`src/rtl/qnigma_tcp_rx_strm.sv`:
```
// TCP receive payload writer: in-order bytes go to the circular RX RAM,
// RCV.NXT advances on clean segment end, window tracks free RAM space.
module qnigma_tcp_rx_strm #(
   parameter int D = 10
) (
   input  logic         clk,
   input  logic         rst_n,
   input  logic         init,
   input  logic [31:0]  isn,
   input  logic         hdr_v,
   input  logic [31:0]  seg_seq,
   input  logic [15:0]  seg_len,
   input  logic [7:0]   dat,
   input  logic         dat_v,
   input  logic         dat_end,
   input  logic         dat_err,
   input  logic [31:0]  app_ptr,
   output logic [D-1:0] ram_a,
   output logic [7:0]   ram_d,
   output logic         ram_w,
   output logic [31:0]  rcv_nxt,
   output logic [15:0]  win,
   output logic         ack,
   output logic         ooo,
   output logic         busy
);

   typedef enum logic [1:0] {IDLE, STREAM, DROP} state_t;

   state_t      state, state_nx;
   logic [15:0] len;
   logic [15:0] cnt;
   logic [15:0] cnt_end;
   logic [D-1:0] ptr;
   logic [31:0] used;
   logic [31:0] free;
   logic [15:0] win_nx;
   logic        take;
   logic        commit;
   logic        dup;

   assign used    = rcv_nxt - app_ptr;
   assign free    = (32'd1 << D) - used;
   assign win_nx  = (free > 32'h0000_FFFF) ? 16'hFFFF : free[15:0];
   assign take    = (state == STREAM) && dat_v && (cnt < len);
   assign cnt_end = take ? cnt + 16'd1 : cnt;
   assign commit  = (state == STREAM) && dat_end && !dat_err && (cnt_end == len);
   assign dup     = (state == DROP) && dat_end && !dat_err;
   assign busy    = (state != IDLE);

   always_comb begin
      state_nx = state;
      unique case (state)
         IDLE: begin
            if (hdr_v && seg_len != 16'd0) begin
               if (seg_seq == rcv_nxt && {16'd0, seg_len} <= free)
                  state_nx = STREAM;
               else
                  state_nx = DROP;
            end
         end
         STREAM, DROP: begin
            if (dat_end)
               state_nx = IDLE;
         end
         default: state_nx = IDLE;
      endcase
      if (init)
         state_nx = IDLE;
   end

   always_ff @(posedge clk or negedge rst_n) begin
      if (!rst_n)
         state <= IDLE;
      else
         state <= state_nx;
   end

   always_ff @(posedge clk or negedge rst_n) begin
      if (!rst_n) begin
         rcv_nxt <= '0;
         ram_a   <= '0;
         ram_d   <= '0;
         ram_w   <= 1'b0;
         win     <= '0;
         ack     <= 1'b0;
         ooo     <= 1'b0;
         len     <= '0;
         cnt     <= '0;
         ptr     <= '0;
      end else begin
         win   <= win_nx;
         ram_w <= 1'b0;
         ack   <= 1'b0;
         ooo   <= 1'b0;
         if (init) begin
            rcv_nxt <= isn;
            cnt     <= '0;
         end else begin
            if (state == IDLE && hdr_v) begin
               len <= seg_len;
               cnt <= '0;
               if (state_nx == STREAM) begin
                  ptr   <= seg_seq[D-1:0];
                  ram_a <= seg_seq[D-1:0];
               end
            end
            // Address is the pre-increment pointer so it lines up with ram_w
            if (take) begin
               ram_w <= 1'b1;
               ram_d <= dat;
               ram_a <= ptr;
               ptr   <= ptr + {{(D-1){1'b0}}, 1'b1};
               cnt   <= cnt + 16'd1;
            end
            if (commit) begin
               rcv_nxt <= rcv_nxt + {16'd0, len};
               ack     <= 1'b1;
            end
            if (dup) begin
               ack <= 1'b1;
               ooo <= 1'b1;
            end
         end
      end
   end

endmodule
```
`config.mk`:
```
export PLATFORM = sky130hd
export DESIGN_NAME = qnigma_tcp_rx_strm
export DESIGN_NICKNAME = d
export VERILOG_FILES = /design/src/rtl/qnigma_tcp_rx_strm.sv
export SDC_FILE = /design/constraint.sdc
export NUM_CORES = 1
export LEC_CHECK = 0
export CORE_MARGIN = 2
export CORE_UTILIZATION = 41
export DETAILED_ROUTE_END_ITERATION = 8
export SETUP_SLACK_MARGIN = 0.2
export SYNTH_ARGS = -nofsm -noshare
export SYNTH_HDL_FRONTEND = slang
export SYNTH_SLANG_ARGS = --single-unit
```
`constraint.sdc`:
```
create_clock -name clk -period 6.9 [get_ports clk]
set_input_delay 1.035 -clock clk [delete_from_list [all_inputs] [get_ports clk]]
set_output_delay 1.035 -clock clk [all_outputs]
set_load 0.02 [all_outputs]
```
==> impl_metrics.py <==
metrics = {
    "run_status": {
        "outcome": "finished clean",
    },
    "synthesis": {
        "synth_top_area_share_pct": 26.2,
        "synth-seq-cells": 113,
        "async_reset_ff_share_pct": 100,
        "syn_inst": 1322,
        "syn-cell-area_um2": 10800,
        "synth.most_common_cell": "nand2_1",
        "synth-edff-count": 0,
        "synth_common_cells": "147 x nand2_1, 113 x dfrtp_1, 113 x ha_1",
        "syn-num-nets": 1564,
        "yosys-top-cells-area": "dfrtp_1 26%, ha_1 13%, nand2_1 5.1%, mux2i_1 4.5%, xor2_1 4.1%",
        "synth.distinct_cells": 80,
        "syn_avg_cell_area_um2": 8.18,
        "yosysTopAreaCell": "dfrtp_1",
        "synthFlopType": "dfrtp_1",
        "ys_seq_area_share_pct": 26.2,
        "yosys_warnings": 0,
    },
    "power_and_ir_drop": {
        "clock_power_share_pct": 28.1,
        "switching_share_pct": 40.3,
        "p_per_area_nw_per_um2": 218,
        "power.leakage_nw": 6.06,
        "p_seq_share_pct": 27.2,
        "p_sw_mw": 1.19,
        "comb_power_share_pct": 44.8,
        "p_int_mw": 1.76,
        "power_mw": 2.96,
        "ir_worst_vdd_mv": 0.171,
    },
    "clock_network": {
        "h-tree-depth": 4,
        "post_cts_buffers": 0,
        "cts_buffer_depth": 2,
        "clock-sinks": 113,
        "clk_pin_slew_ps": 60,
        "cts_tree": "done",
        "insertion_delay_ps": 430,
        "root_buffer": "clkbuf_16",
        "holdBufCountCts": 0,
        "cts_inserted_buffers": 17,
        "cts_resized": 0,
    },
    "routing": {
        "drtAntennaViolNets": 0,
        "drtIter0Drc": 807,
        "routed_wl_um": 37300,
        "drc_errors": 0,
        "avgRoutedWirePerCell_um": 20.3,
        "firstDrtPassIters": 5,
        "viasPerCell": 5.83,
        "via_count": 10704,
    },
    "critical_path": {
        "startpoint": "app_ptr[0]",
        "rr_worst_depth": 22,
        "crit_path_max_fanout": 35,
        "critical-path-top-delay-family": "compound AO/OA/AOI/OAI gates",
        "crit_slowest_cell": "clkdlybuf4s50_1",
        "critical_path_class": "in -> reg",
        "cp_cell_sequence": "clkdlybuf4s50_1 -> inv_1 -> ha_1 -> inv_1 -> ha_1 -> inv_1 -> fa_1 -> nand2b_1 -> a21o_1 -> a21oi_1 -> a211oi_1 -> or3_1 -> xor2_1 -> ha_1 -> nand4_1 -> nor3_1 -> mux2i_1 -> o31ai_1 -> a32o_1 -> nand3_1 -> o21ai_2 -> buf_4 -> mux2i_1 -> nor2_1",
        "crit_end": "ptr[5]",
        "reg2reg_to": "ptr[5]",
        "start_kind": "primary input",
        "rrSetupSlack_ps": 1390,
        "cp_num_buf_inv": 5,
        "cp_num_cells": 24,
        "setup.worst_path.end_class": "flop",
        "worstPathRequired_ps": 7210,
        "cp.arrival_ps": 6180,
        "rr_startpoint": "rcv_nxt[1]",
        "slowest_delay_ps": 450,
    },
    "grt": {
        "grt_pass1_vias": 10373,
        "grt_use_total_pct": 26.6,
        "overflow": 0,
        "grt_max_degree": 74,
        "grt_antenna_before_repair": 0,
        "grt_pass1_wl_um": 58300,
    },
    "run": {
        "drv_cap": 0,
    },
    "sta": {
        "grt_setup_unrepaired": "false",
        "worstMarginPinSlew_ps": 1070,
        "post-route-min-period_ps": 5880,
        "timing.setup.tns_ps": 0,
        "setup_viol": 0,
        "relSlewSlack_pct": 28.7,
        "max_freq_mhz": 170,
        "period_share_pct": 85.2,
        "hold_viol": 0,
        "finalClockSkew_ps": 15.1,
        "slew_viol_final": 0,
    },
    "cells_and_area": {
        "area_delta_synth_final_pct": 25.7,
        "diodes": 0,
        "post_route_cells_drive_above_1_share_pct": 5.87,
        "final_nets": 1730,
        "fillers": 2533,
    },
    "floorplanning": {
        "num_rows": 59,
        "top_level_ports": 197,
        "dieArea_um2": 27700,
        "start_util_pct": 41.6,
        "die_y_um": 166,
        "core_um2": 26000,
        "die_w_um": 166,
    },
    "place": {
        "dp_hpwl_um": 29300,
        "io_buffer_count": 196,
        "gp_routability_congestion": 0.918,
    },
    "min_path": {
        "hold_class": "reg -> reg",
    },
}
[state kept, by name, indices dropped and copies added (netlist names)]
name	count
rcv_nxt	32
cnt	16
len	16
win	16
ptr	10
ram_a	10
ram_d	8
state	2
ack	1
ooo	1
ram_w	1
[worst register-to-register path, cell delays in order, from the launching register on]
cell and delay, ps:
dfrtp_1 480, inv_1 170, ha_1 320, ha_1 170, inv_1 60, fa_1 420, nand2b_1 190, a21o_1 210
a21oi_1 290, a211oi_1 150, or3_1 400, xor2_1 180, ha_1 340, nand4_1 110, nor3_1 170, mux2i_1 160
o31ai_1 320, a32o_1 350, nand3_1 140, o21ai_2 140, buf_4 330, mux2i_1 240, nor2_1 60
[cells by family after synthesis]
kind of cell,count (synthesis),synth area share [%]
buf+inv,140,5.07
xor+xnor,78,6.45
compound gates,324,19.8
flops,113,26.2
simple gates,485,22.7
mux,66,6.31
fa+ha+maj,116,13.5
[worst min-delay path by stage]
stage,slack [ps],end,start,cells past startpoint
2_1_floorplan,500,cnt[13],cnt[13],1
3_5_place_dp,470,ram_d[7],ram_d[7],2
4_1_cts,480,ram_d[7],ram_d[7],2
5_1_grt,500,ram_d[6],ram_d[6],2
6_report,480,ram_d[3],ram_d[3],2
3_3_place_gp,460,ram_d[7],ram_d[7],2
[per-stage QoR]
stage | hold WS, ps | std cells | setup slack (ps) | util (%) | area (µm²)
after global routing | 505 | 1835 | 640 | 52.3 | 13600
final | 476 | 1835 | 1020 | 52.3 | 13600
after global placement | 456 | 1804 | 802 | 50.2 | 13000
after detailed placement | 466 | 1804 | 651 | 50.2 | 13000
after CTS | 481 | 1835 | 1090 | 52.3 | 13600
after floorplan | 504 | 1322 | 959 | - | 10800
[power groups by stage]
| stage | Sequential, mW | Combinational (mW) | Clock [mW] |
|---|---|---|---|
| 3_5_place_dp | 0.814 | 1.30 | 0 |
| 6_report | 0.803 | 1.32 | 0.830 |
| 5_1_grt | 0.809 | 1.46 | 0.866 |
| 4_1_cts | 0.802 | 1.31 | 0.843 |
| 2_1_floorplan | 0.802 | 0.876 | 0 |
| 3_3_place_gp | 0.814 | 1.29 | 0 |
[layer usage]
layer,track usage (%),wire length [µm],vias to the layer above
li1,-,-,5167
met5,0,0,-
met1,35.2,16700,5170
met4,7.05,740,0
met2,46.2,18300,321
met3,3.19,1550,46
[layout make-up]
type	count	area (µm²)	area share, %
well taps	335	419	3.09
inverters	76	285	2.10
multi-input cells	1069	7440	54.8
repair buffers	211	2070	15.2
clock inverters	13	116	0.857
clock buffers	18	429	3.16
flip-flops and latches	113	2830	20.8
[placed cells by master, fill, tap and decap left out, drive strengths merged, types with 10 or more instances in the layout]
master,instances
o21a,11
mux2i,49
a21oi,73
nor3,37
nand2,147
a22oi,10
buf,17
nor4,31
inv,77
nand3,39
o31ai,13
clkbuf,18
clkdlybuf4s50,194
nor2,82
o21ai,82
a21o,35
dfrtp,113
nand4,36
and2,10
a31oi,18
xor2,50
and3,24
nor2b,13
ha,113
mux2,17
nand2b,20
xnor2,27
(Power assumes the default switching activity.)
